==> config.mk <==
export PLATFORM = sky130hd
export DESIGN_NAME = freq_bcd_converter
export DESIGN_NICKNAME = d
export VERILOG_FILES = /design/src/rtl/freq_bcd_converter.sv
export SDC_FILE = /design/constraint.sdc
export NUM_CORES = 1
export LEC_CHECK = 0
export CELL_PAD_IN_SITES_DETAIL_PLACEMENT = 0
export CELL_PAD_IN_SITES_GLOBAL_PLACEMENT = 1
export CORE_ASPECT_RATIO = 0.6
export CORE_UTILIZATION = 37
export CTS_BUF_LIST = sky130_fd_sc_hd__clkbuf_4 sky130_fd_sc_hd__clkbuf_8 sky130_fd_sc_hd__clkbuf_16
export DETAILED_ROUTE_END_ITERATION = 10
export PLACE_DENSITY = 0.77
export SYNTH_ARGS = -nofsm -noshare
export SYNTH_HDL_FRONTEND = slang
export SYNTH_SLANG_ARGS = --single-unit
==> constraint.sdc <==
create_clock -name sys_clk -period 1.5 [get_ports sys_clk]
set_input_delay 0.3 -clock sys_clk [delete_from_list [all_inputs] [get_ports sys_clk]]
set_output_delay 0.3 -clock sys_clk [all_outputs]
set_load 0.005 [all_outputs]
==> src/rtl/freq_bcd_converter.sv <==
// Sequential double-dabble binary-to-BCD converter with significant-digit count and saturation.
// Optional leading-zero blanking when FREQ_BCD_LZB_EN is defined.
module freq_bcd_converter #(
    parameter int IN_W   = 32,
    parameter int DIGITS = 10
) (
    input  logic                  sys_clk,
    input  logic                  rst,
    input  logic [IN_W-1:0]       bin_in,
    input  logic                  bin_valid,
    output logic                  bin_ready,
    output logic [4*DIGITS-1:0]   bcd_out,
    output logic                  bcd_valid,
    output logic [3:0]            sig_digits,
    output logic                  ovf,
    output logic [1:0]            dbg_state_o
);

    localparam int BW = 4 * DIGITS;
    localparam int SW = BW + IN_W;
    localparam int CW = $clog2(IN_W + 1);

    // Handshake: an input is taken on any edge where bin_valid && bin_ready;
    // bin_valid while busy is dropped, and bcd_valid is a single-cycle pulse.
    typedef enum logic [1:0] {
        S_IDLE  = 2'd0,
        S_SHIFT = 2'd1,
        S_DONE  = 2'd2
    } state_t;

    state_t           state_q, state_d;
    logic [SW-1:0]    sh_q, sh_d;
    logic [CW-1:0]    cnt_q, cnt_d;
    logic             sticky_q, sticky_d;
    logic [BW-1:0]    bcd_q, bcd_d;
    logic [3:0]       sig_q, sig_d;
    logic             ovf_q, ovf_d;
    logic             valid_q, valid_d;

    logic [SW-1:0]    adj;
    logic [BW-1:0]    raw;
    logic [BW-1:0]    res;
    logic [3:0]       sig_calc;
    logic [3:0]       sig_fin;

    // Add-3 correction on every BCD nibble before the shift.
    always_comb begin
        adj = sh_q;
        for (int i = 0; i < DIGITS; i++) begin
            if (sh_q[IN_W+4*i +: 4] >= 4'd5) begin
                adj[IN_W+4*i +: 4] = sh_q[IN_W+4*i +: 4] + 4'd3;
            end
        end
    end

    always_comb begin
        raw      = sh_q[SW-1:IN_W];
        sig_calc = 4'd1;
        for (int i = 0; i < DIGITS; i++) begin
            if (raw[4*i +: 4] != 4'd0) begin
                sig_calc = 4'(i + 1);
            end
        end
        sig_fin = sticky_q ? 4'(DIGITS) : sig_calc;
        res     = raw;
        if (sticky_q) begin
            for (int i = 0; i < DIGITS; i++) begin
                res[4*i +: 4] = 4'd9;
            end
        end
`ifdef FREQ_BCD_LZB_EN
        for (int i = 1; i < DIGITS; i++) begin
            if (i >= int'(sig_fin)) begin
                res[4*i +: 4] = 4'hF;
            end
        end
`endif
    end

    always_comb begin
        state_d  = state_q;
        sh_d     = sh_q;
        cnt_d    = cnt_q;
        sticky_d = sticky_q;
        bcd_d    = bcd_q;
        sig_d    = sig_q;
        ovf_d    = ovf_q;
        valid_d  = 1'b0;
        case (state_q)
            S_IDLE: begin
                if (bin_valid) begin
                    sh_d     = {{BW{1'b0}}, bin_in};
                    cnt_d    = CW'(IN_W);
                    sticky_d = 1'b0;
                    state_d  = S_SHIFT;
                end
            end
            S_SHIFT: begin
                sh_d     = {adj[SW-2:0], 1'b0};
                sticky_d = sticky_q | adj[SW-1];
                cnt_d    = cnt_q - 1'b1;
                if (cnt_q == CW'(1)) begin
                    state_d = S_DONE;
                end
            end
            S_DONE: begin
                bcd_d   = res;
                sig_d   = sig_fin;
                ovf_d   = sticky_q;
                valid_d = 1'b1;
                state_d = S_IDLE;
            end
            default: state_d = S_IDLE;
        endcase
    end

    always_ff @(posedge sys_clk) begin
        if (rst) begin
            state_q  <= S_IDLE;
            sh_q     <= '0;
            cnt_q    <= '0;
            sticky_q <= 1'b0;
            bcd_q    <= '0;
            sig_q    <= 4'd1;
            ovf_q    <= 1'b0;
            valid_q  <= 1'b0;
        end else begin
            state_q  <= state_d;
            sh_q     <= sh_d;
            cnt_q    <= cnt_d;
            sticky_q <= sticky_d;
            bcd_q    <= bcd_d;
            sig_q    <= sig_d;
            ovf_q    <= ovf_d;
            valid_q  <= valid_d;
        end
    end

    assign bin_ready   = (state_q == S_IDLE);
    assign bcd_out     = bcd_q;
    assign bcd_valid   = valid_q;
    assign sig_digits  = sig_q;
    assign ovf         = ovf_q;
    assign dbg_state_o = state_q;

endmodule
==> flow_summary.ini <==
[status]
violations = setup timing
status = complete, but fails checks

[yosys]
synth-compound-area-share_pct = 23.1
synth_edf_count = 0
synth_seq_cells = 127
synth.distinct_cells = 47
yosys_most_used_dff = dfxtp_1
ys_seq_area_share_pct = 41.0
yosysMostFrequentCell = dfxtp_1
synth_fp_nets = 827
yosysTopAreaCellShare_pct = 41.0
syn_inst = 769
async_flop_share_pct = 0
yosysTopAreaCell = dfxtp_1
synth-simple-area-share_pct = 20.5
synth_area_leaders = dfxtp_1, a21oi_1, nor2_1
synthXorXnorAreaFrac_pct = 2.54
syn_avg_cell_area_sq_um = 8.07
yosys_warnings = 0
syn_area_sq_um = 6200
synthTopCellsByCount = dfxtp_1, a21oi_1, nor2_1
synth_fa_ha_area_share_pct = 4.64
synth_top_family_by_area = compound AO/OA/AOI/OAI gates
muxShareOfSynthArea_pct = 1.98

[worst_setup_path]
crit_fanout = 2
crit_chain = inv_2, ha_4, or3b_4, nor4_4, o21ai_2, a21oi_2
r2r_cells = 6
r2r_start = sh_q[61]$_SDFFE_PP0P_
rrSetupSlack_ns = -0.04
cp.arrival_ns = 1.88
path_class = flop to flop
endpoint_kind = flop
start_kind = flop
worstPathBufferInverterCount = 1
cp.required_ns = 1.84
r2r_end = sig_digits[2]$_SDFFE_PP0P_
cp_slowest_cell = or3b_4
critPathTopFamily = simple AND/OR/NAND/NOR gates
slowest_delay_ns = 0.40
cp.depth = 6

[power_and_ir_drop]
power_mw = 8.88
power_density_nw_per_um2 = 1020
p_leak_nw = 3.55
peakVddDrop_uv = 658

[timing]
rsz0062_at_grt = yes
final_hold_viol_count = 0
min_period_ns = 1.54
slew_violations = 0
fmaxAchievable_ghz = 0.651
tns_ns = -0.0425
clock_skew_ns = 0.0137
finalCritPeriodShare_pct = 102
worst_slack_ns = -0.0351
finalSetupViolations = 2
slew_headroom_pct = 72.6
tightest_slew_ns = 0.407

[routing]
route.detailed.drc = 0
dr.first_iter.drc_count = 415
drtPass1Iterations = 6
final_antenna_net_count = 0
via_count = 5837
detail_route.wl_per_cell_um = 15.5
vias_per_cell = 5.20
drt-total-wl_um = 17300

[worst_hold_path]
worstHoldStart = rst
hold_path_depth = 2
whs_endpoint = sh_q[0]$_SDFFE_PP0P_
hold_path.class = input port to flop

[global_route]
grt_use_total_pct = 20.1
grt_pass1_vias = 5490
grt_max_degree = 42
antenna_found_initial = 0
grt_overflow = 0
grt_pass1_wl_um = 27600

[die]
num_io_pins = 84
dieArea_sq_um = 17300
die_y_um = 102
die_w_um = 169
rows = 36
start_util_pct = 38.0
core_sq_um = 16300

[clocking]
cts_tree = yes
cts_max_level = 4
cts.clk_slew.worst_paths_ns = 0.06
clockBufferDepth = 2
ctsHoldBuffers = 0
numClockSinks = 127
insertion_delay_ns = 0.42
cts_made_buffers = 17
cts_root_buffer = clkbuf_16

[place]
place_congestion = 0.826
dp_slack_ns = -0.0657
portBuffers = 83
dp_hpwl_um = 11000

[flow_run]
cap_violations = 0

[layout]
nNetsFinal = 939
diodes = 0
drive_gt1_share_pct = 21.3
area_growth_pct = 40.5
-- placed cells by master, fill, tap and decap left out, drive strengths merged, types with 2 or more instances in the layout --
cell type and n:
o21ai 43, inv 41, mux2i 10, nand2 56, mux2 2, nor4 2
nand2b 14, clkinvlp 2, nor2b 17, dlygate4sd2 47, o221a 16, a2111oi 15
clkdlybuf4s50 32, buf 68, nand3 10, or3b 4, a311oi 2, xnor2 10
nor3b 8, clkbuf 22, nor3 14, clkinv 6, o41ai 2, nand3b 11
bufinv 4, dfxtp 127, a22o 20, xor2 8, nor2 99, or3 20
a22oi 3, ha 23, a211oi 2, o211a 2, a21oi 121
-- worst max path at each step --
stage | end | slack (ns) | startpoint
after floorplan | sig_digits[2]$_SDFFE_PP0P_ | 0.0006 | sh_q[60]$_SDFFE_PP0P_
after global routing | sig_digits[2]$_SDFFE_PP0P_ | -0.09 | sh_q[65]$_SDFFE_PP0P_
after CTS | sig_digits[2]$_SDFFE_PP0P_ | -0.06 | dbg_state_o[0]$_SDFFE_PP0P_
after global placement | sig_digits[2]$_SDFFE_PP0P_ | 0.01 | sh_q[61]$_SDFFE_PP0P_
final | sig_digits[2]$_SDFFE_PP0P_ | -0.04 | sh_q[61]$_SDFFE_PP0P_
after detailed placement | sh_q[22]$_SDFFE_PP0P_ | -0.07 | bin_in[22]
-- repair_timing --
item | in CTS | in global routing
pin swaps | 10 | 16
resized for setup | 88 | 55
setup endpoints to repair | 66 | 71
cloned | 1 | 3
setup buffers | 5 | 3
-- stage by stage --
step	instance area (sq um)	cells	util (%)	hold slack [ns]
after floorplan	6220	769	-	0.448
after global placement	7680	1078	47.1	0.440
after detailed placement	7680	1078	47.1	0.445
after CTS	8440	1116	51.7	0.232
after global routing	8710	1122	53.4	0.262
final	8710	1122	53.4	0.248
-- cell type report --
class / count / area, sq um
Clock inverter: 14 / 190
Tap cell: 228 / 285
Timing Repair Buffer: 153 / 1530
Inverter: 39 / 146
Multi-Input combinational cell: 543 / 3560
Sequential cell: 127 / 2570
Fill cell: 1511 / 7590
Clock buffer: 18 / 433
-- kinds of logic (layout without fill, tap and decap cells) --
logic type	count (synthesis)	in the layout
AND/OR/NAND/NOR	261	261
AO/OA/AOI/OAI	229	229
flip-flops	127	127
buffers and inverters	99	224
adder cells (fa/ha/maj)	23	23
XOR/XNOR	18	18
multiplexers	12	12
-- power breakdown --
group	total [mW]	internal (mW)	switching [mW]
clock	4.39	2.80	1.59
combinational	0.914	0.444	0.470
sequential	3.58	3.49	0.0884
-- routing by layer --
layer	share of wire [%]	wire length (um)	global-route usage, %	vias to the layer above
met1	50	8760	27.5	2770
met4	0.93	162	6.24	0
met3	4.6	799	3.80	15
met2	44	7620	32.1	140
li1	-	-	-	2912
met5	0	0	0	-
-- flip-flops by register name, summed over array words and instances, names as in the netlist --
register	cells
sh_q	72
bcd_out	40
cnt_q	6
sig_digits	4
dbg_state_o	2
bcd_valid	1
ovf	1
sticky_q	1
(Power assumes the default switching activity.)
